===== src/rtl/uart_cmd_pkg.sv =====
// Shared constants and state encoding for the UART command controller.
package uart_cmd_pkg;

  localparam logic [7:0] OP_WR    = 8'h57;
  localparam logic [7:0] OP_RD    = 8'h52;
  localparam logic [7:0] CODE_ACK = 8'h06;
  localparam logic [7:0] CODE_NAK = 8'h15;

  typedef enum logic [2:0] {
    IDLE, ADDR, WDATA, MEM_REQ, MEM_WAIT, TX_LOAD, TX_WAIT
  } state_t;

  function automatic logic is_opcode(input logic [7:0] b);
    return (b == OP_WR) || (b == OP_RD);
  endfunction

endpackage


===== src/rtl/uart_cmd_timeout.sv =====
// Inter-byte idle counter: expire fires once CYCLES idle clocks have elapsed
// since the last reload while enabled.
module uart_cmd_timeout
  import uart_cmd_pkg::*;
#(
  parameter int unsigned CYCLES = 1000000
) (
  input  logic clk,
  input  logic rst_n,
  input  logic clear,
  input  logic enable,
  input  logic reload,
  output logic expire
);

  localparam int CW = $clog2(CYCLES + 1);

  logic [CW-1:0] cnt;

  assign expire = enable && (cnt == CW'(CYCLES));

  always_ff @(posedge clk or negedge rst_n) begin
    if (!rst_n)                  cnt <= '0;
    else if (clear || reload)    cnt <= '0;
    else if (enable && !expire)  cnt <= cnt + CW'(1);
  end

endmodule


===== src/rtl/uart_cmd_ctrl.sv =====
// UART command frame decoder: 'W'/'R' frames become memory requests and the
// result (ACK, NAK or read data) is queued back to the transmitter.
module uart_cmd_ctrl
  import uart_cmd_pkg::*;
#(
  parameter int unsigned TIMEOUT_CYCLES = 1000000,
  parameter int unsigned ADDR_W         = 32
) (
  input  logic              clk,
  input  logic              i_rst_n,
  input  logic [7:0]        i_rx_data,
  input  logic              i_rx_en,
  output logic [7:0]        o_tx_data,
  output logic              o_tx_wen,
  input  logic              i_tx_ready,
  output logic [ADDR_W-1:0] o_mem_addr,
  output logic [31:0]       o_mem_wdata,
  output logic              o_mem_req,
  output logic              o_mem_we,
  input  logic              i_mem_ready,
  input  logic [31:0]       i_mem_rdata,
  input  logic              i_mem_rvalid,
  output logic              o_busy,
  output logic              o_err
);

  state_t          state, state_nxt;
  logic [1:0]      bcnt;
  logic [ADDR_W-1:0] addr_q;
  logic [31:0]     wdata_q;
  logic            we_q, err_q, err_nxt, tx_first;
  logic [3:0][7:0] tx_q;
  logic [2:0]      tx_cnt;
  logic            in_field, rx_take, expire;

  assign in_field = (state == ADDR) || (state == WDATA);
  assign rx_take  = i_rx_en && ((state == IDLE) || in_field);

  uart_cmd_timeout #(.CYCLES(TIMEOUT_CYCLES)) u_timeout (
    .clk    (clk),
    .rst_n  (i_rst_n),
    .clear  (!in_field),
    .enable (in_field),
    .reload (rx_take),
    .expire (expire)
  );

  assign o_tx_data   = tx_q[0];
  assign o_tx_wen    = (state == TX_LOAD) && i_tx_ready;
  assign o_mem_addr  = addr_q;
  assign o_mem_wdata = wdata_q;
  assign o_mem_we    = we_q;
  assign o_mem_req   = (state == MEM_REQ);
  assign o_busy      = (state != IDLE);
  assign o_err       = err_q;

  always_ff @(posedge clk or negedge i_rst_n) begin
    if (!i_rst_n) state <= IDLE;
    else          state <= state_nxt;
  end

  always_comb begin
    state_nxt = state;
    err_nxt   = 1'b0;
    case (state)
      IDLE:
        if (i_rx_en) begin
          if (is_opcode(i_rx_data)) state_nxt = ADDR;
          else begin
            err_nxt   = 1'b1;
            state_nxt = TX_LOAD;
          end
        end
      ADDR:
        // expiry wins over a byte landing in the same cycle
        if (expire) begin
          err_nxt   = 1'b1;
          state_nxt = IDLE;
        end else if (i_rx_en && bcnt == 2'd3) begin
          state_nxt = we_q ? WDATA : MEM_REQ;
        end
      WDATA:
        if (expire) begin
          err_nxt   = 1'b1;
          state_nxt = IDLE;
        end else if (i_rx_en && bcnt == 2'd3) begin
          state_nxt = MEM_REQ;
        end
      MEM_REQ:
        if (i_mem_ready) state_nxt = we_q ? TX_LOAD : MEM_WAIT;
      MEM_WAIT:
        if (i_mem_rvalid) state_nxt = TX_LOAD;
      TX_LOAD:
        if (i_tx_ready) state_nxt = TX_WAIT;
      TX_WAIT:
        // the transmitter's ready lags the strobe by a cycle, so skip it once
        if (!tx_first && i_tx_ready) state_nxt = (tx_cnt != 3'd0) ? TX_LOAD : IDLE;
      default: state_nxt = IDLE;
    endcase
  end

  always_ff @(posedge clk or negedge i_rst_n) begin
    if (!i_rst_n) begin
      bcnt     <= '0;
      addr_q   <= '0;
      wdata_q  <= '0;
      we_q     <= 1'b0;
      err_q    <= 1'b0;
      tx_first <= 1'b0;
      tx_q     <= '0;
      tx_cnt   <= '0;
    end else begin
      err_q    <= err_nxt;
      tx_first <= (state == TX_LOAD) && i_tx_ready;
      case (state)
        IDLE: begin
          bcnt <= '0;
          if (i_rx_en) begin
            if (is_opcode(i_rx_data)) begin
              we_q <= (i_rx_data == OP_WR);
            end else begin
              tx_q   <= {24'h0, CODE_NAK};
              tx_cnt <= 3'd1;
            end
          end
        end
        ADDR:
          if (i_rx_en && !expire) begin
            // bytes beyond ADDR_W fall outside the loop and are dropped
            for (int i = 0; i < int'(ADDR_W); i++)
              if (bcnt == 2'(i / 8)) addr_q[i] <= i_rx_data[3'(i % 8)];
            bcnt <= bcnt + 2'd1;
          end
        WDATA:
          if (i_rx_en && !expire) begin
            wdata_q <= {i_rx_data, wdata_q[31:8]};
            bcnt    <= bcnt + 2'd1;
          end
        MEM_REQ:
          if (i_mem_ready && we_q) begin
            tx_q   <= {24'h0, CODE_ACK};
            tx_cnt <= 3'd1;
          end
        MEM_WAIT:
          if (i_mem_rvalid) begin
            tx_q   <= i_mem_rdata;
            tx_cnt <= 3'd4;
          end
        TX_LOAD:
          if (i_tx_ready) begin
            tx_q   <= {8'h00, tx_q[3:1]};
            tx_cnt <= tx_cnt - 3'd1;
          end
        default: ;
      endcase
    end
  end

endmodule


===== config.mk =====
export PLATFORM = sky130hd
export DESIGN_NAME = uart_cmd_ctrl
export DESIGN_NICKNAME = d
export VERILOG_FILES = /design/src/rtl/uart_cmd_pkg.sv /design/src/rtl/uart_cmd_timeout.sv /design/src/rtl/uart_cmd_ctrl.sv
export SDC_FILE = /design/constraint.sdc
export NUM_CORES = 1
export LEC_CHECK = 0
export BUFFER_PORTS_ARGS = -buffer_cell sky130_fd_sc_hd__buf_2
export CORE_UTILIZATION = 45
export CTS_CLUSTER_DIAMETER = 120
export DETAILED_ROUTE_END_ITERATION = 10
export PLACE_DENSITY = 0.68
export SLEW_MARGIN = 20
export SYNTH_ARGS = -nofsm -noshare
export SYNTH_HDL_FRONTEND = slang
export SYNTH_SLANG_ARGS = --single-unit

===== constraint.sdc =====
create_clock -name clk -period 5.4 [get_ports clk]
set_input_delay 0.27 -clock clk [delete_from_list [all_inputs] [get_ports clk]]
set_output_delay 0.27 -clock clk [all_outputs]
set_load 0.01 [all_outputs]

==> reports/metrics.cfg <==
[status]
status = complete, no violations

[grt]
grt.met1_usage_pct = 25.3
grt_use_met3_pct = 4.46
grt_max_degree = 67
antenna_found_initial = 0
grt_pass1_vias = 3667
grt_most_used_layer = met2
met2_usage_pct = 27.4
grt_remaining_overflow = 0
grtUsageTotal_pct = 18.2
grt_pass1_wl_mm = 18.2

[synth]
ys_types = 58
synth_top_flop_cell = dfrtp_1
yosys-top-cells-count = dfrtp_1, nand2_1, mux2_4
syn_avg_cell_area_um2 = 11.6
yosysTopAreaCellShare_pct = 49.5
synth_top_area_cell = dfrtp_1
syn-cell-area_um2 = 5620
synthCells = 483
synth.most_common_cell = dfrtp_1
synth-seq-cells = 111
synth_edf_count = 0
async_flop_share_pct = 100
ys_seq_area_share_pct = 49.5
yosysWarnings = 0
synth.area.top_cells = dfrtp_1, mux2_4, mux2i_1

[placed_design]
placed_cells = 724
hpwlAfterDp_mm = 7.67
globalplace.congestion = 0.757
pre_cts_slack_ns = 2.57
portBuffers = 106

[die]
die_x_um = 114
die_area_um2 = 12900
die_h_um = 114
rows = 40
pin_count = 123
coreArea_um2 = 12100
start_util_pct = 46.4

[power_and_ir_drop]
vdd_drop_max_uv = 216
leakage_nw = 3.16
power_density_nw_per_um2 = 528

[detailed_routing]
vias = 3823
wl_mm = 11.0
drtAntennaViolNets = 0
routedWlPerCell_um = 14.9
first_pass_iters = 4
viasPerCell = 5.16
drc = 0
drtIter0Drc = 200

[worst_setup_path]
crit_chain = nand3b_1 > inv_1 > a21o_1 > o221ai_4 > buf_4 > a21oi_1 > a21o_1
path_delay_family = compound AO/OA/AOI/OAI gates
worstPathRequired_ns = 5.64
setup.worst_path.start_class = flop
max_stage_delay_ns = 0.76
crit_path_top_delay_cell = dfrtp_2
crit_path_frequent_cell = a21o_1
cp.arrival_ns = 3.09
crit_buf_inv = 2
ff2ff_setup_slack_ns = 2.55
critPathMaxFanout = 50
endpoint_kind = flop
path_class = reg2reg

[timing]
skew_ns = 0.00581
timing.final.crit_share_pct = 52.7
relSlewSlack_pct = 32.4
setup_viol = 0
worst_hold_slack_ns = 0.152
finalCriticalPeriod_ns = 2.85
tightest_slew_ns = 1.01
setup_slack_ns = 2.55
tns_ns = 0
max_freq_ghz = 0.351
final_max_slew_viol_count = 0
hold_viol = 0
rsz0062_at_grt = false

[clock_network]
htreeDepth = 3
cts_root_buf = clkbuf_16
cts_buffers = 9
clkLatencyLatePin_ns = 0.35
cts_tree = done
clock_path_buffers = 2
cts_resized = 0
clock_sinks = 111
clk_pin_slew_ns = 0.07

[cells_and_area]
antenna-diode-count = 0
area_delta_synth_final_pct = 14.2
final_layout_size_suffix_gt1_share_pct = 33.5
nets = 622
finalNonFillerCells = 741
fin_util_pct = 53.0

[job]
cap_violations = 0

[min_path]
hold_path_class = in2reg

==> worst min-delay path: stages <==
cell	delay, ns
buf_2	0.10
nand2_1	0.04
o21ai_0	0.06
==> sequential cells by signal, summed over array words and instances (netlist names) <==
signal and cells:
o_err 1, o_mem_we 1, bcnt 2, o_tx_data 8
state 3, o_mem_wdata 32, o_mem_addr 16, tx_first 1
u_timeout.cnt 20, tx_cnt 3, tx_q 24
==> repair_timing <==
action,in CTS,in global routing
endpoints found under the hold margin,45,0
setup buffers,0,0
hold buffers,1,0
==> through the flow <==
step / total power, W / area [µm²]
2_1_floorplan: 0.00238 / 5670
6_report: 0.00339 / 6410
4_1_cts: 0.00342 / 6410
3_5_place_dp: 0.00273 / 6100
5_1_grt: 0.00363 / 6410
3_3_place_gp: 0.00268 / 6100
==> area by class of cell <==
cell class	instances	area, µm²
clock buffers	10	239
repair buffers	109	558
flip-flops and latches	111	2780
multi-input cells	323	2510
fillers	1077	5700
inverters	14	52.6
clock inverters	6	68.8
well taps	168	210
==> cells in the final DEF (no fill, tap or decap), types with 2 or more instances in the layout <==
master,instances
a2111oi_0,2
a211oi_1,2
a21o_1,2
a21oi_1,11
a2bb2oi_1,2
a31oi_1,2
a32oi_1,3
and3_1,3
and4_2,2
and4_4,2
and4bb_2,2
buf_2,105
buf_4,3
clkbuf_16,9
clkinvlp_4,3
conb_1,16
dfrtp_1,110
ha_1,8
inv_1,14
mux2_2,13
mux2_4,38
mux2i_1,23
nand2_1,55
nand2b_1,3
nand3_1,15
nand4_1,3
nand4_4,2
nor2_1,25
nor2b_1,2
nor3_1,4
o21ai_0,19
o31ai_1,20
or3_1,5
or4_1,2
xnor2_1,8
xor2_1,9
==> power by group <==
part	switching, W	internal, W	leakage [nW]
combinational	0.000660	0.000623	1.55
clock	0.000310	0.000375	0.143
sequential	0.000289	0.00113	1.47
==> per-layer routing <==
layer	up-vias	wire length, µm
met5	-	0
met4	0	135
met3	9	619
met2	122	5050
met1	1866	5230
li1	1826	-
==> kinds of logic after synthesis <==
family,count (synthesis),share of synthesized area (%)
muxes,74,16.9
xor gates and xnor gates,17,2.65
adders and majority gates,8,1.78
other,1,0.0668
and+or+nand+nor,136,13.2
DFF,111,49.5
AOI/OAI and AO/OA,72,8.91
buffers and inverters,64,7.11
==> final timing paths <==
kind,startpoint,to,depth (start not counted)
setup / recovery,state[0]$_DFFE_PN0P_,o_tx_data[2]$_DFFE_PN0P_,7
hold / removal,i_mem_rdata[28],tx_q[28]$_DFFE_PN0P_,3
setup reg to reg,state[0]$_DFFE_PN0P_,o_tx_data[2]$_DFFE_PN0P_,7
hold reg to reg,tx_q[20]$_DFFE_PN0P_,tx_q[20]$_DFFE_PN0P_,2
max in group asynchronous,i_rst_n,o_mem_wdata[0]$_DFFE_PN0P_,3
min in group asynchronous,i_rst_n,o_mem_wdata[7]$_DFFE_PN0P_,2
(Power assumes the default switching activity.)
